**src/rtl/lector_contador.sv**
```systemverilog
// rtl/lector_contador.sv - counter read initiator: sweeps idx, captures counts, reports done
//
// Purpose: on start, request each counter index 0..NUM_IDX-1 in turn (one req per
// index, only while IDLE is high), capture the count returned with valid_contador,
// and present every count together with a one-cycle done pulse. An index whose
// response does not arrive within TIMEOUT cycles is recorded as 0 and flagged.
//
// Ports:
//   clk             in   clock, all logic on posedge
//   reset           in   synchronous, active-low reset
//   start           in   one-cycle pulse that begins a sweep (ignored while busy)
//   IDLE            in   counter side idle; a request is only issued while high
//   valid_contador  in   counter response strobe
//   contador_out    in   count for the index currently requested
//   req             out  one-cycle request strobe
//   idx             out  index being requested
//   conteos         out  captured counts, index k at [k*CNT_W +: CNT_W]
//   err_mask        out  bit k set: index k timed out and its count was forced to 0
//   busy            out  sweep in progress
//   done            out  one-cycle pulse: sweep finished, conteos/err_mask valid
module lector_contador #(
    parameter int NUM_IDX = 5,
    parameter int CNT_W   = 5,
    parameter int TIMEOUT = 8
) (
    input  logic                       clk,
    input  logic                       reset,
    input  logic                       start,
    input  logic                       IDLE,
    input  logic                       valid_contador,
    input  logic [CNT_W-1:0]           contador_out,
    output logic                       req,
    output logic [2:0]                 idx,
    output logic [NUM_IDX*CNT_W-1:0]   conteos,
    output logic [NUM_IDX-1:0]         err_mask,
    output logic                       busy,
    output logic                       done
);

    localparam int              TO_W     = $clog2(TIMEOUT + 1);
    localparam logic [2:0]      LAST_IDX = 3'(NUM_IDX - 1);
    localparam logic [TO_W-1:0] TO_LAST  = TO_W'(TIMEOUT - 1);

    typedef enum logic [1:0] {
        ESPERA    = 2'd0,
        PEDIR     = 2'd1,
        RESPUESTA = 2'd2,
        SIGUIENTE = 2'd3
    } state_t;

    state_t                     r_state;
    state_t                     w_next;
    logic [2:0]                 r_idx;
    logic [TO_W-1:0]            r_cnt;
    logic [NUM_IDX*CNT_W-1:0]   r_conteos;
    logic [NUM_IDX-1:0]         r_err;
    logic                       w_timeout;

    // r_cnt counts RESPUESTA cycles already spent; when it reads TIMEOUT-1 this is
    // the last cycle a response is accepted, so it advances to TIMEOUT on exit.
    assign w_timeout = (r_cnt == TO_LAST);

    assign idx      = r_idx;
    assign conteos  = r_conteos;
    assign err_mask = r_err;

    always_comb begin
        w_next = r_state;
        req    = 1'b0;
        busy   = 1'b1;
        done   = 1'b0;
        case (r_state)
            ESPERA: begin
                busy = 1'b0;
                if (start) begin
                    w_next = PEDIR;
                end
            end
            PEDIR: begin
                if (IDLE) begin
                    req    = 1'b1;
                    w_next = RESPUESTA;
                end
            end
            RESPUESTA: begin
                // A response on the final allowed cycle still counts as a response.
                if (valid_contador || w_timeout) begin
                    w_next = SIGUIENTE;
                end
            end
            SIGUIENTE: begin
                if (r_idx == LAST_IDX) begin
                    done   = 1'b1;
                    w_next = ESPERA;
                end else begin
                    w_next = PEDIR;
                end
            end
            default: w_next = ESPERA;
        endcase
    end

    always_ff @(posedge clk) begin
        if (!reset) begin
            r_state   <= ESPERA;
            r_idx     <= '0;
            r_cnt     <= '0;
            r_conteos <= '0;
            r_err     <= '0;
        end else begin
            r_state <= w_next;
            case (r_state)
                ESPERA: begin
                    // Counts from the previous sweep stay visible until overwritten.
                    if (start) begin
                        r_err <= '0;
                        r_idx <= '0;
                    end
                end
                RESPUESTA: begin
                    r_cnt <= r_cnt + 1'b1;
                    for (int k = 0; k < NUM_IDX; k++) begin
                        if (r_idx == 3'(k)) begin
                            if (valid_contador) begin
                                r_conteos[k*CNT_W +: CNT_W] <= contador_out;
                            end else if (w_timeout) begin
                                r_conteos[k*CNT_W +: CNT_W] <= '0;
                                r_err[k]                    <= 1'b1;
                            end
                        end
                    end
                end
                SIGUIENTE: begin
                    r_cnt <= '0;
                    r_idx <= (r_idx == LAST_IDX) ? 3'd0 : r_idx + 3'd1;
                end
                default: ;
            endcase
        end
    end

endmodule
```
**config.mk**
```make
export PLATFORM = sky130hd
export DESIGN_NAME = lector_contador
export DESIGN_NICKNAME = d
export VERILOG_FILES = /design/src/rtl/lector_contador.sv
export SDC_FILE = /design/constraint.sdc
export NUM_CORES = 1
export LEC_CHECK = 0
export ABC_AREA = 0
export CORE_ASPECT_RATIO = 0.7
export CORE_MARGIN = 2
export CORE_UTILIZATION = 44
export CTS_BUF_LIST = sky130_fd_sc_hd__clkbuf_4
export CTS_CLUSTER_DIAMETER = 50
export DETAILED_ROUTE_END_ITERATION = 10
export PLACE_DENSITY = 0.77
export SLEW_MARGIN = 20
export SYNTH_ARGS = -nofsm -noshare
export SYNTH_HDL_FRONTEND = slang
export SYNTH_SLANG_ARGS = --single-unit
```
**constraint.sdc**
```tcl
create_clock -name clk -period 1.4 [get_ports clk]
set_clock_uncertainty 0.05 [all_clocks]
set_input_delay 0.28 -clock clk [delete_from_list [all_inputs] [get_ports clk]]
set_output_delay 0.28 -clock clk [all_outputs]
set_load 0.05 [all_outputs]
```
# Word level (Yosys, flattened, before mapping)
# Cells that the tools add are included.
dict set report op_classes {
  mux 25
  n_addsub 2
  reduce_logical 19
  eq_ne 18
}
# cell count
set ops {}
lappend ops {{5-bit AND reduction} 5}
lappend ops {{2-bit inequality test (second input constant)} 10}
lappend ops {{3-bit AND reduction} 6}
lappend ops {{5-bit two-way mux} 3}
lappend ops {{1-bit two-way mux} 13}
lappend ops {{5-bit one-hot mux with 2 select lines} 1}
lappend ops {{2-bit one-hot mux with 4 select lines} 1}
lappend ops {{4-bit one-hot mux with 2 select lines} 1}
lappend ops {{2-bit nonzero test} 4}
lappend ops {{3-bit by 2-bit == test with 1-bit output (second input constant)} 2}
lappend ops {{2-bit two-way mux} 3}
lappend ops {{3-bit two-way mux} 2}
lappend ops {{3-bit one-hot mux with 2 select lines} 1}
lappend ops {{4-bit by 1-bit adder with 4-bit output (second input constant)} 1}
lappend ops {{2-bit == test (second input constant)} 2}
lappend ops {{4-bit by 3-bit == test with 1-bit output (second input constant)} 1}
lappend ops {{3-bit by 1-bit adder with 3-bit output (second input constant)} 1}
lappend ops {{3-bit by 1-bit == test with 1-bit output (second input constant)} 1}
lappend ops {{3-bit == test (second input constant)} 1}
lappend ops {{3-bit logical NOT} 1}
lappend ops {{2-bit by 1-bit == test with 1-bit output (second input constant)} 1}
lappend ops {{2-bit logical NOT} 1}
lappend ops {{2-bit AND reduction} 1}
lappend ops {{1-bit logical OR} 1}
dict set report totals {
  ff_bits 39
  output_inout_bits 36
  inputBits 10
  wordCells 77
}

# Longest topological paths before layout
dict set report logic_depth {
  depth_word 5
  ltp_mapped 6
  depth_no_buf 6
}

# Worst setup path after synthesis
# Ideal clock, no wire load.
dict set report synth_timing {
  path_kind {register -> output}
  start {register r_idx[0] (netlist: idx[0])}
  end {output port done}
  required_ns 1.070
  path_buffers 0
  path_stages_with_launch 4
  path_slack_ns -0.371
  t_arrival_ns 1.441
  cell_sequence {dfxtp_1 > inv_1 > ha_1 > and3_1}
}
dict set report synth_between {
  elab_chain_cells 3
}
# item line_no
set synth_lines {}
lappend synth_lines {{from (decl)} 53} ;# logic [2:0] r_idx;
lappend synth_lines {{from (signal assigned)} 135} ;# r_idx <= (r_idx == LAST_IDX) ? 3'd0 : r_idx + 3'd1;
lappend synth_lines {{3-bit == test} 92} ;# if (r_idx == LAST_IDX) begin
lappend synth_lines {{1-bit two-way mux} 92}
lappend synth_lines {{1-bit two-way mux} 72} ;# case (r_state)
lappend synth_lines {{to (decl)} 37} ;# output logic done
# No other way between the ends.

# Worst setup path after layout
dict set report layout_timing {
  start {register r_state[0]}
  end {register r_idx[0] (netlist: idx[0])}
}
dict set report layout_between {
  elab_chain_cells 3
  elab_cells_between_ends 6
  cone_classes {eq/ne: 2; mux: 1; reduce/logical: 3}
}
# item line_no
set layout_lines {}
lappend layout_lines {{from (decl)} 51} ;# state_t r_state;
lappend layout_lines {{from (signal assigned)} 111} ;# r_state <= w_next;
lappend layout_lines {{2-bit == test or 2-bit logical NOT (tied branches)} 112} ;# case (r_state)
lappend layout_lines {{2-bit nonzero test (no source line) or 2-bit inequality test (tied branches)} n/a}
lappend layout_lines {{2-bit AND reduction (no source line)} n/a}
# Several ways; a longest one is shown, not always the timed one.
# A chain may end at the register's enable or synchronous reset.

==> flow_summary.yaml <==
outcome:
  status: "complete, but fails checks"
  violations: "negative setup slack"
layout:
  multi_input_area_mm2: 0.00118
  drive_above_1_share_pct: 54.4
  ff_latch_area_um2: 802
  post-route-util_pct: 95.7
  final_nets: 301
  num-fill-cells: 75
  layout_common_cells: "buf_12, dfxtp_1, buf_4, nand2_1"
  final_common_cell: "buf_12"
  area_growth_pct: 106
synthesis:
  synth_edf_count: 0
  netlist_area_mm2: 0.00166
  synth_warnings: 0
  ys_ff_latch: 39
  syn_area_per_cell_um2: 8.76
  synthesis.instances: 189
  synth_top_area_share_pct: 47.2
  ys_seq_area_share_pct: 47.2
  syn_nets: 210
  synth_top_area_cell: "dfxtp_1"
  async_flop_share_pct: 0
  synth_ff_type: "dfxtp_1"
  synthTopCellsByArea: "dfxtp_1, ha_1, nand2_1"
  yosysUniqueCellTypes: 34
clocking:
  htreeDepth: 2
  cts_buffers: 5
  clock_latency_ps: 420
  cts_tree: "yes"
  cts_root_buffer: "clkbuf_4"
  cts_num_sinks: 39
  path_clk_slew_ps: 150
  clockBufferDepth: 2
drt:
  wirelength_mm: 9.31
  drc_errors: 0
  drtPass1Iterations: 5
  wl_per_cell_um: 28.0
  vias_per_cell: 6.51
  drtIter0Drc: 223
  num_vias: 2160
  ant_nets: 0
timing:
  setup_slack_ps: -423
  period_needed_ps: 1820
  slew_headroom_pct: 57.2
  drv_slew: 0
  rsz0062_at_grt: "yes"
  final.setup.tns_ps: -8450
  fin_crit_sh_pct: 130
  hold_viol_final: 0
  tightest_slew_ps: 635
  max_freq_mhz: 548
  setup_viol: 47
min_path:
  holdPathStages: 4
  whs_endpoint: "conteos[23]$_SDFFE_PN0P_"
  hold_class: "in2reg"
  min_from: "valid_contador"
critical_path:
  crit_fanout: 5
  crit_arrival_ps: 2130
  crit_start: "r_state[0]$_SDFFE_PN0P_"
  rr_endpoint: "idx[0]$_SDFFE_PN0P_"
  r2r_cells: 5
  worst_setup_path_start_kind: "flip-flop"
  end_kind: "flip-flop"
  reg2reg_from: "r_state[0]$_SDFFE_PN0P_"
  critPathKind: "reg2reg"
  r2r_slack_ps: -420
  critPathRequiredTime_ps: 1700
power_and_ir_drop:
  leakagePower_nw: 1.30
  p_per_area_mw_per_mm2: 1280
  peakVddDrop_mv: 1.49
job:
  maxCapViolCount: 0
floorplan:
  die_w_um: 77.3
  rows: 18
  start_util_pct: 46.5
  die_h_um: 55.3
  ios: 46
  core_area_mm2: 0.00356
  die-area_mm2: 0.00428
placement:
  routabilityCongestion: 0.859
  hpwlAfterDp_mm: 3.46
  preCtsSetupSlack_ps: -262
  port_buffers: 45
global_route:
  grt_overflow_total: 0
  antenna_found_initial: 1
  grt_pass1_wl_mm: 10.3
  grt_pass1_vias: 1947
  grt.total_usage_pct: 31.2
  grt_max_degree: 18
## cells by family after synthesis
| family | after synthesis | synth area share, % |
|---|---|---|
| DFF | 39 | 47.2 |
| xor gates and xnor gates | 3 | 1.59 |
| buffers and inverters | 14 | 3.55 |
| AOI/OAI and AO/OA | 43 | 16.5 |
| adders and majority gates | 11 | 8.31 |
| and+or+nand+nor | 76 | 21.1 |
| muxes | 3 | 1.81 |
## worst max-delay path, stage by stage, from the launching register on
cell and delay, ps:
dfxtp_4 420, ha_4 180, buf_4 150, o21ai_0 520, mux2i_1 260, nor2_1 160
## worst max path at each step
stage,end,slack (ps),cells past startpoint
after floorplan,done,-20,3
after global placement,r_state[0]$_SDFFE_PN0P_,-210,5
after detailed placement,r_state[0]$_SDFFE_PN0P_,-260,5
after CTS,done,-190,4
after global routing,idx[1]$_SDFFE_PN0P_,-350,5
final,idx[0]$_SDFFE_PN0P_,-420,5
## report_power, final
part | total (mW) | internal [mW] | switching (mW)
logic | 2.19 | 1.04 | 1.15
clock network | 0.860 | 0.375 | 0.485
registers | 1.32 | 1.19 | 0.135
total | 4.37 | 2.60 | 1.77
## cell usage after synthesis (all sizes together), types with 2 or more instances
cell type / n
dfxtp: 39
nand2: 35
o22ai: 17
nor2: 16
a21oi: 11
ha: 11
inv: 8
nand3: 8
nand4: 6
o21ai: 6
a21o: 3
buf: 3
mux2i: 3
nand2b: 3
and3: 2
clkbuf: 2
xor2: 2
## final cells by class
| cell class | instances | share of cell area [%] |
|---|---|---|
| diodes | 1 | 0.0735 |
| clock buffers | 5 | 1.10 |
| clock inverters | 3 | 1.29 |
| inverters | 9 | 1.36 |
| multi-input cells | 136 | 34.5 |
| flip-flops and latches | 39 | 23.5 |
| well taps | 50 | 1.84 |
| repair buffers | 89 | 36.3 |
## state kept, by name (all words and copies together) (netlist names)
signal and flops:
conteos 25, r_state 2, err_mask 5, idx 3, r_cnt 4
## repair_timing
| item | in CTS | in global routing |
|---|---|---|
| setup buffers | 9 | 6 |
| endpoints found under the setup margin | 33 | 42 |
| hold buffers | 0 | 0 |
| gates cloned | 0 | 1 |
| pin swaps | 11 | 30 |
| hold endpoints to repair | 0 | 0 |
| resized for setup | 48 | 49 |
## per-layer routing
| layer | track usage (%) | routed length (um) |
|---|---|---|
| met4 | 13.0 | 741 |
| met2 | 51.1 | 4210 |
| met3 | 9.31 | 1120 |
| met5 | 0 | 0 |
| met1 | 38.5 | 3240 |
## per-stage QoR
step                      instances  power (mW)  instance area (um^2)  hold slack (ps)
after global placement          307        2.46                  2760              426
after detailed placement        307        2.50                  2760              435
after CTS                       324        3.55                  3100              456
final                           332        4.37                  3410              451
after floorplan                 189        1.96                  1690              395
after global routing            332        4.41                  3410              482
(Power assumes the default switching activity.)
